## config.mk

```make
export PLATFORM = sky130hd
export DESIGN_NAME = time_keeper
export DESIGN_NICKNAME = d
export VERILOG_FILES = /design/src/rtl/time_keeper.sv
export SDC_FILE = /design/constraint.sdc
export NUM_CORES = 1
export LEC_CHECK = 0
export CORE_MARGIN = 3
export CORE_UTILIZATION = 41
export DETAILED_ROUTE_END_ITERATION = 12
export PLACE_DENSITY = 0.64
export SETUP_SLACK_MARGIN = 0.15
export SLEW_MARGIN = 10
export SYNTH_ARGS = -nofsm -noshare
export SYNTH_HDL_FRONTEND = slang
export SYNTH_SLANG_ARGS = --single-unit
```

## constraint.sdc

```tcl
create_clock -name i_Clk_5MHz -period 3.75 [get_ports i_Clk_5MHz]
set_input_delay 0.5625 -clock i_Clk_5MHz [delete_from_list [all_inputs] [get_ports i_Clk_5MHz]]
set_output_delay 0.5625 -clock i_Clk_5MHz [all_outputs]
set_load 0.1 [all_outputs]
```

## src/rtl/time_keeper.sv

```systemverilog
// Hours/minutes/seconds time keeper with 12/24-hour BCD display, per-field
// adjust on input rising edges, hold, and one-cycle rollover pulses.
module time_keeper #(
    parameter int FORMAT_24H    = 0,
    parameter int START_HOURS   = 12,
    parameter int START_MINUTES = 0,
    parameter int START_SECONDS = 0
) (
    input  logic        i_Clk_5MHz,
    input  logic        i_Reset,
    input  logic        i_Clk_1Hz_Pulse,
    input  logic        i_Hold,
    input  logic        i_Minutes_Inc,
    input  logic        i_Minutes_Dec,
    input  logic        i_Hours_Inc,
    input  logic        i_Hours_Dec,
    input  logic        i_Seconds_Clear,
    output logic [23:0] o_Time,
    output logic        o_PM,
    output logic        o_Minute_Tick,
    output logic        o_Hour_Tick,
    output logic        o_Day_Tick
);

    logic [5:0] r_Sec;
    logic [5:0] r_Min;
    logic [4:0] r_Hr;
    logic       r_Prev_Min_Inc, r_Prev_Min_Dec, r_Prev_Hr_Inc, r_Prev_Hr_Dec, r_Prev_Sec_Clr;
    logic       r_Minute_Tick, r_Hour_Tick, r_Day_Tick;

    logic w_Min_Inc, w_Min_Dec, w_Hr_Inc, w_Hr_Dec, w_Sec_Clr, w_Any_Adj;

    assign w_Min_Inc = i_Minutes_Inc   & ~r_Prev_Min_Inc;
    assign w_Min_Dec = i_Minutes_Dec   & ~r_Prev_Min_Dec;
    assign w_Hr_Inc  = i_Hours_Inc     & ~r_Prev_Hr_Inc;
    assign w_Hr_Dec  = i_Hours_Dec     & ~r_Prev_Hr_Dec;
    assign w_Sec_Clr = i_Seconds_Clear & ~r_Prev_Sec_Clr;
    assign w_Any_Adj = w_Min_Inc | w_Min_Dec | w_Hr_Inc | w_Hr_Dec | w_Sec_Clr;

    always_ff @(posedge i_Clk_5MHz) begin
        if (i_Reset) begin
            r_Sec          <= 6'(START_SECONDS);
            r_Min          <= 6'(START_MINUTES);
            r_Hr           <= 5'(START_HOURS);
            // Loaded high so a level already asserted during reset is not seen as an edge
            r_Prev_Min_Inc <= 1'b1;
            r_Prev_Min_Dec <= 1'b1;
            r_Prev_Hr_Inc  <= 1'b1;
            r_Prev_Hr_Dec  <= 1'b1;
            r_Prev_Sec_Clr <= 1'b1;
            r_Minute_Tick  <= 1'b0;
            r_Hour_Tick    <= 1'b0;
            r_Day_Tick     <= 1'b0;
        end else begin
            r_Prev_Min_Inc <= i_Minutes_Inc;
            r_Prev_Min_Dec <= i_Minutes_Dec;
            r_Prev_Hr_Inc  <= i_Hours_Inc;
            r_Prev_Hr_Dec  <= i_Hours_Dec;
            r_Prev_Sec_Clr <= i_Seconds_Clear;
            r_Minute_Tick  <= 1'b0;
            r_Hour_Tick    <= 1'b0;
            r_Day_Tick     <= 1'b0;
            if (w_Any_Adj) begin
                // Opposing edges on one field cancel; a coincident tick is dropped
                if (w_Min_Inc && !w_Min_Dec)
                    r_Min <= (r_Min == 6'd59) ? 6'd0 : r_Min + 6'd1;
                else if (w_Min_Dec && !w_Min_Inc)
                    r_Min <= (r_Min == 6'd0) ? 6'd59 : r_Min - 6'd1;
                if (w_Hr_Inc && !w_Hr_Dec)
                    r_Hr <= (r_Hr == 5'd23) ? 5'd0 : r_Hr + 5'd1;
                else if (w_Hr_Dec && !w_Hr_Inc)
                    r_Hr <= (r_Hr == 5'd0) ? 5'd23 : r_Hr - 5'd1;
                if (w_Sec_Clr)
                    r_Sec <= 6'd0;
            end else if (i_Clk_1Hz_Pulse && !i_Hold) begin
                if (r_Sec == 6'd59) begin
                    r_Sec         <= 6'd0;
                    r_Minute_Tick <= 1'b1;
                    if (r_Min == 6'd59) begin
                        r_Min       <= 6'd0;
                        r_Hour_Tick <= 1'b1;
                        if (r_Hr == 5'd23) begin
                            r_Hr       <= 5'd0;
                            r_Day_Tick <= 1'b1;
                        end else begin
                            r_Hr <= r_Hr + 5'd1;
                        end
                    end else begin
                        r_Min <= r_Min + 6'd1;
                    end
                end else begin
                    r_Sec <= r_Sec + 6'd1;
                end
            end
        end
    end

    function automatic logic [7:0] f_Bcd(input logic [5:0] i_Val);
        return {4'(i_Val / 6'd10), 4'(i_Val % 6'd10)};
    endfunction

    logic [4:0] w_Hr_Disp;

    always_comb begin
        w_Hr_Disp = r_Hr;
        if (FORMAT_24H == 0) begin
            if (r_Hr == 5'd0)
                w_Hr_Disp = 5'd12;
            else if (r_Hr > 5'd12)
                w_Hr_Disp = r_Hr - 5'd12;
        end
    end

    assign o_Time        = {f_Bcd({1'b0, w_Hr_Disp}), f_Bcd(r_Min), f_Bcd(r_Sec)};
    assign o_PM          = (FORMAT_24H == 0) && (r_Hr >= 5'd12);
    assign o_Minute_Tick = r_Minute_Tick;
    assign o_Hour_Tick   = r_Hour_Tick;
    assign o_Day_Tick    = r_Day_Tick;

endmodule

```

==> reports/metrics.csv <==
stage;metric;value;unit
floorplanning;Die H;84.0;um
critical_path;crit path launch type;flop;
synth;async set or reset register ratio after synthesis;0;
place;dpl hpwl;4110;um
grt;Most Crowded Layer GR;met2;
route;DRT iter0 DRCs;99;
critical_path;Worst setup EP type;output port;
clock_network;clock sinks;25;
sta;clock skew;4.87;ps
route;number of remaining DRC errors;0;
synth;Synth area leaders;dfxtp_1 (20%), ha_1 (11%), o21ai_0 (4.8%), nor2_1 (4.8%), a21oi_1 (4.0%);
clock_network;H-tree Lvls;1;
grt;met1 Resource Use GR;0.221;
clock_network;CTS tree;yes;
sta;Post-Route Setup TNS;0;ps
synth;Post-Syn Instances;333;
critical_path;crit path kind;flop to output port;
finish;Post-Route Utilization;0.527;
route;drt pass-1 iters;4;
route;final wirelength;5530;um
route;DRT antenna net count;0;
synth;Seq/Total Area, Yosys;0.201;
synth;Synth Area per Inst;7.49;um2
finish;multi-input combinational cell area;0.00188;mm2
synth;area leader, netlist;dfxtp_1;
route;Avg Vias per Cell;5.47;
critical_path;crit-path leading delay family;compound AO/OA/AOI/OAI gates;
hold_path;Hold Crit Class;flop to flop;
synth;top_reg_cell synth;dfxtp_1;
finish;ANT cells;0;
grt;first-pass GRT wire length;9560;um
clock_network;Post-CTS Hold Buffers;0;
power_and_ir_drop;Worst VDD drop;345;uV
synth;most numerous cell in the Yosys netlist;nor2_1;
floorplanning;number of I/O pins;37;
synth;Netlist Area Pre-Place;0.00249;mm2
synth;number of distinct library cells after synthesis;64;
floorplanning;DIE WIDTH;84.0;um
clock_network;clock-pin slew on the worst setup and hold paths;90;ps
floorplanning;die area;0.00705;mm2
critical_path;Worst Path Buf+Inv;2;
clock_network;Clock Tree Buf Depth;2;
grt;grt met3 use;0.0286;
finish;Final Net Count;387;
power_and_ir_drop;Power Dens Cells;406;mW/mm2
critical_path;r2r endpoint;r_Hr[0];
job;max cap viols;0;
outcome;status;finished clean;
clock_network;total CTS buffers;3;
power_and_ir_drop;LEAKAGE;1.18;nW
floorplanning;core area;0.00571;mm2
critical_path;CP max FO;7;
sta;final period utilization;0.917;
hold_path;worst min-delay path startpoint;r_Sec[1];
synth;number of synthesized flops with an enable pin;0;
hold_path;Worst Hold Depth;2;
synth;synth warn;0;
critical_path;Worst Reg-to-Reg Cells;5;
critical_path;Arr. time, crit path;2880;ps
synth;Synth Register Bits;25;
critical_path;R2R Setup Slk;1370;ps
route;Vias;2341;
clock_network;clock root cell;clkbuf_8;
critical_path;critical-path cell list;inv_1 -> ha_1 -> mux2i_1 -> a31oi_2 -> nor2_2 -> ha_1 -> o22ai_1 -> a31oi_2 -> or2_2 -> o22ai_2 -> buf_12;
synth;Synth top area share;0.201;
sta;max frequency;291;MHz
grt;largest net degree at the start of global routing;22;
place;Port Buffer Count;32;
critical_path;Req. time, crit path;3190;ps
sta;slew margin rel.;0.336;
grt;GRT Overall Usage;0.155;
synth;compound-cell area share of the yosys netlist;0.262;
synth;xor-xnor portion of the synthesized cell area;0.0386;
finish;FILL cells;586;
critical_path;Critical Path Max Stage Delay;400;ps
sta;Final Critical Period;3440;ps
critical_path;CP Launch Point;r_Hr[3];
sta;RSZ-0062 raised after global routing;no;
synth;post-synthesis mux area share;0.0406;
synth;post-synthesis simple-gate area fraction;0.271;
finish;share of layout cells above drive strength 1;0.177;
grt;GR Overflow Total;0;
route;drt wl/cell;12.9;um
sta;Final Hold Fails;0;
finish;Register Area;507;um2
finish;Synth-to-Final Area Change;20.7;%
floorplanning;initial core utilization;0.437;
place;global placement routability congestion;0.844;
critical_path;Reg-to-Reg Start;r_Min[4];
clock_network;Clk Latency, worst-skew pair;270;ps
hold_path;Hold Crit Endpoint;r_Sec[1];
synth;most instantiated cells after synthesis;nor2_1 (32), dfxtp_1 (25), o21ai_0 (24);
sta;Worst Max-Slew Pin Slew;993;ps
grt;grt met2 use;0.251;
grt;vias in the first global route;2143;
synth;Synth Area in Adders;0.105;
critical_path;Stages on worst setup path;11;
synth;combinational family with the most area after synthesis;simple AND/OR/NAND/NOR gates;
grt;initial antenna violation count;0;
floorplanning;Row Count;27;
critical_path;Critical-path top delay cell;dfxtp_2;
sta;Final Max Slew Viols;0;
sta;Final setup viols;0;
## cells by family after synthesis
kind of cell             Yosys count
buffers and inverters             43
AND/OR/NAND/NOR                  125
adder cells (fa/ha/maj)           21
flip-flops                        25
other                              1
XOR/XNOR                          11
AO/OA/AOI/OAI                     97
multiplexers                      10
## through the flow
step           area [um2]  cells  setup slack [ps]  hold slack (ps)  total power [W]
2_1_floorplan        2560    336              -373              502         0.000860
3_5_place_dp         2920    422               385              564          0.00105
5_1_grt              3010    428               128              621          0.00129
6_report             3010    428               310              580          0.00122
3_3_place_gp         2920    422               454              544          0.00104
4_1_cts              2970    426               216              579          0.00122
## timing repair
item,4_1_cts,5_1_grt
pin swaps,0,1
setup endpoints to repair,3,5
setup buffers,0,2
gates resized for setup,2,10
## cell usage in the layout, fill, tap and decap left out, types with 8 or more instances in the layout
master / instances
a21oi_1: 20
buf_4: 18
clkdlybuf4s50_1: 13
dfxtp_1: 22
ha_1: 20
inv_1: 19
nand2_1: 20
nand3_1: 10
nor2_1: 31
nor2b_1: 8
nor3_1: 12
o21ai_0: 19
xnor2_1: 10
## per-layer routing
metal | routed length (um) | part of all wire
met2 | 2600 | 0.47
met1 | 2730 | 0.49
met4 | 16 | 0.0029
met3 | 175 | 0.032
met5 | 0 | 0
## registers in the layout, summed over array words and instances (netlist names)
| register | count |
|---|---|
| r_Min | 6 |
| r_Sec | 6 |
| r_Hr | 5 |
| o_Day_Tick | 1 |
| o_Hour_Tick | 1 |
| o_Minute_Tick | 1 |
| r_Prev_Hr_Dec | 1 |
| r_Prev_Hr_Inc | 1 |
| r_Prev_Min_Dec | 1 |
| r_Prev_Min_Inc | 1 |
| r_Prev_Sec_Clr | 1 |
## worst reg2reg max path, delay by kind of cell, from the launching register on
kind	cells	cell delay [ps]
AOI/OAI and AO/OA	3	940
DFF	1	610
and+or+nand+nor	2	740
## how the worst max path moves through the flow
stage | end | slack [ps]
3_3_place_gp | o_Time[18] | 450
4_1_cts | o_Time[18] | 220
5_1_grt | o_Time[18] | 130
6_report | o_Time[18] | 310
2_1_floorplan | o_Time[10] | -370
3_5_place_dp | o_Time[18] | 380
## power breakdown
group          switching, W  leakage (nW)  internal, W
sequential        0.0000209         0.204     0.000278
clock             0.0000884        0.0217    0.0000753
combinational      0.000502         0.957     0.000257
total              0.000611          1.18     0.000610
## area by class of cell
cell class                 count  area share
inverter                      21      0.0262
timing repair buffer          38       0.135
clock buffer                   3      0.0137
multi-input combinational    268       0.625
sequential                    25       0.168
tap                           72      0.0299
clock inverter                 1     0.00249
(Power assumes the default switching activity.)
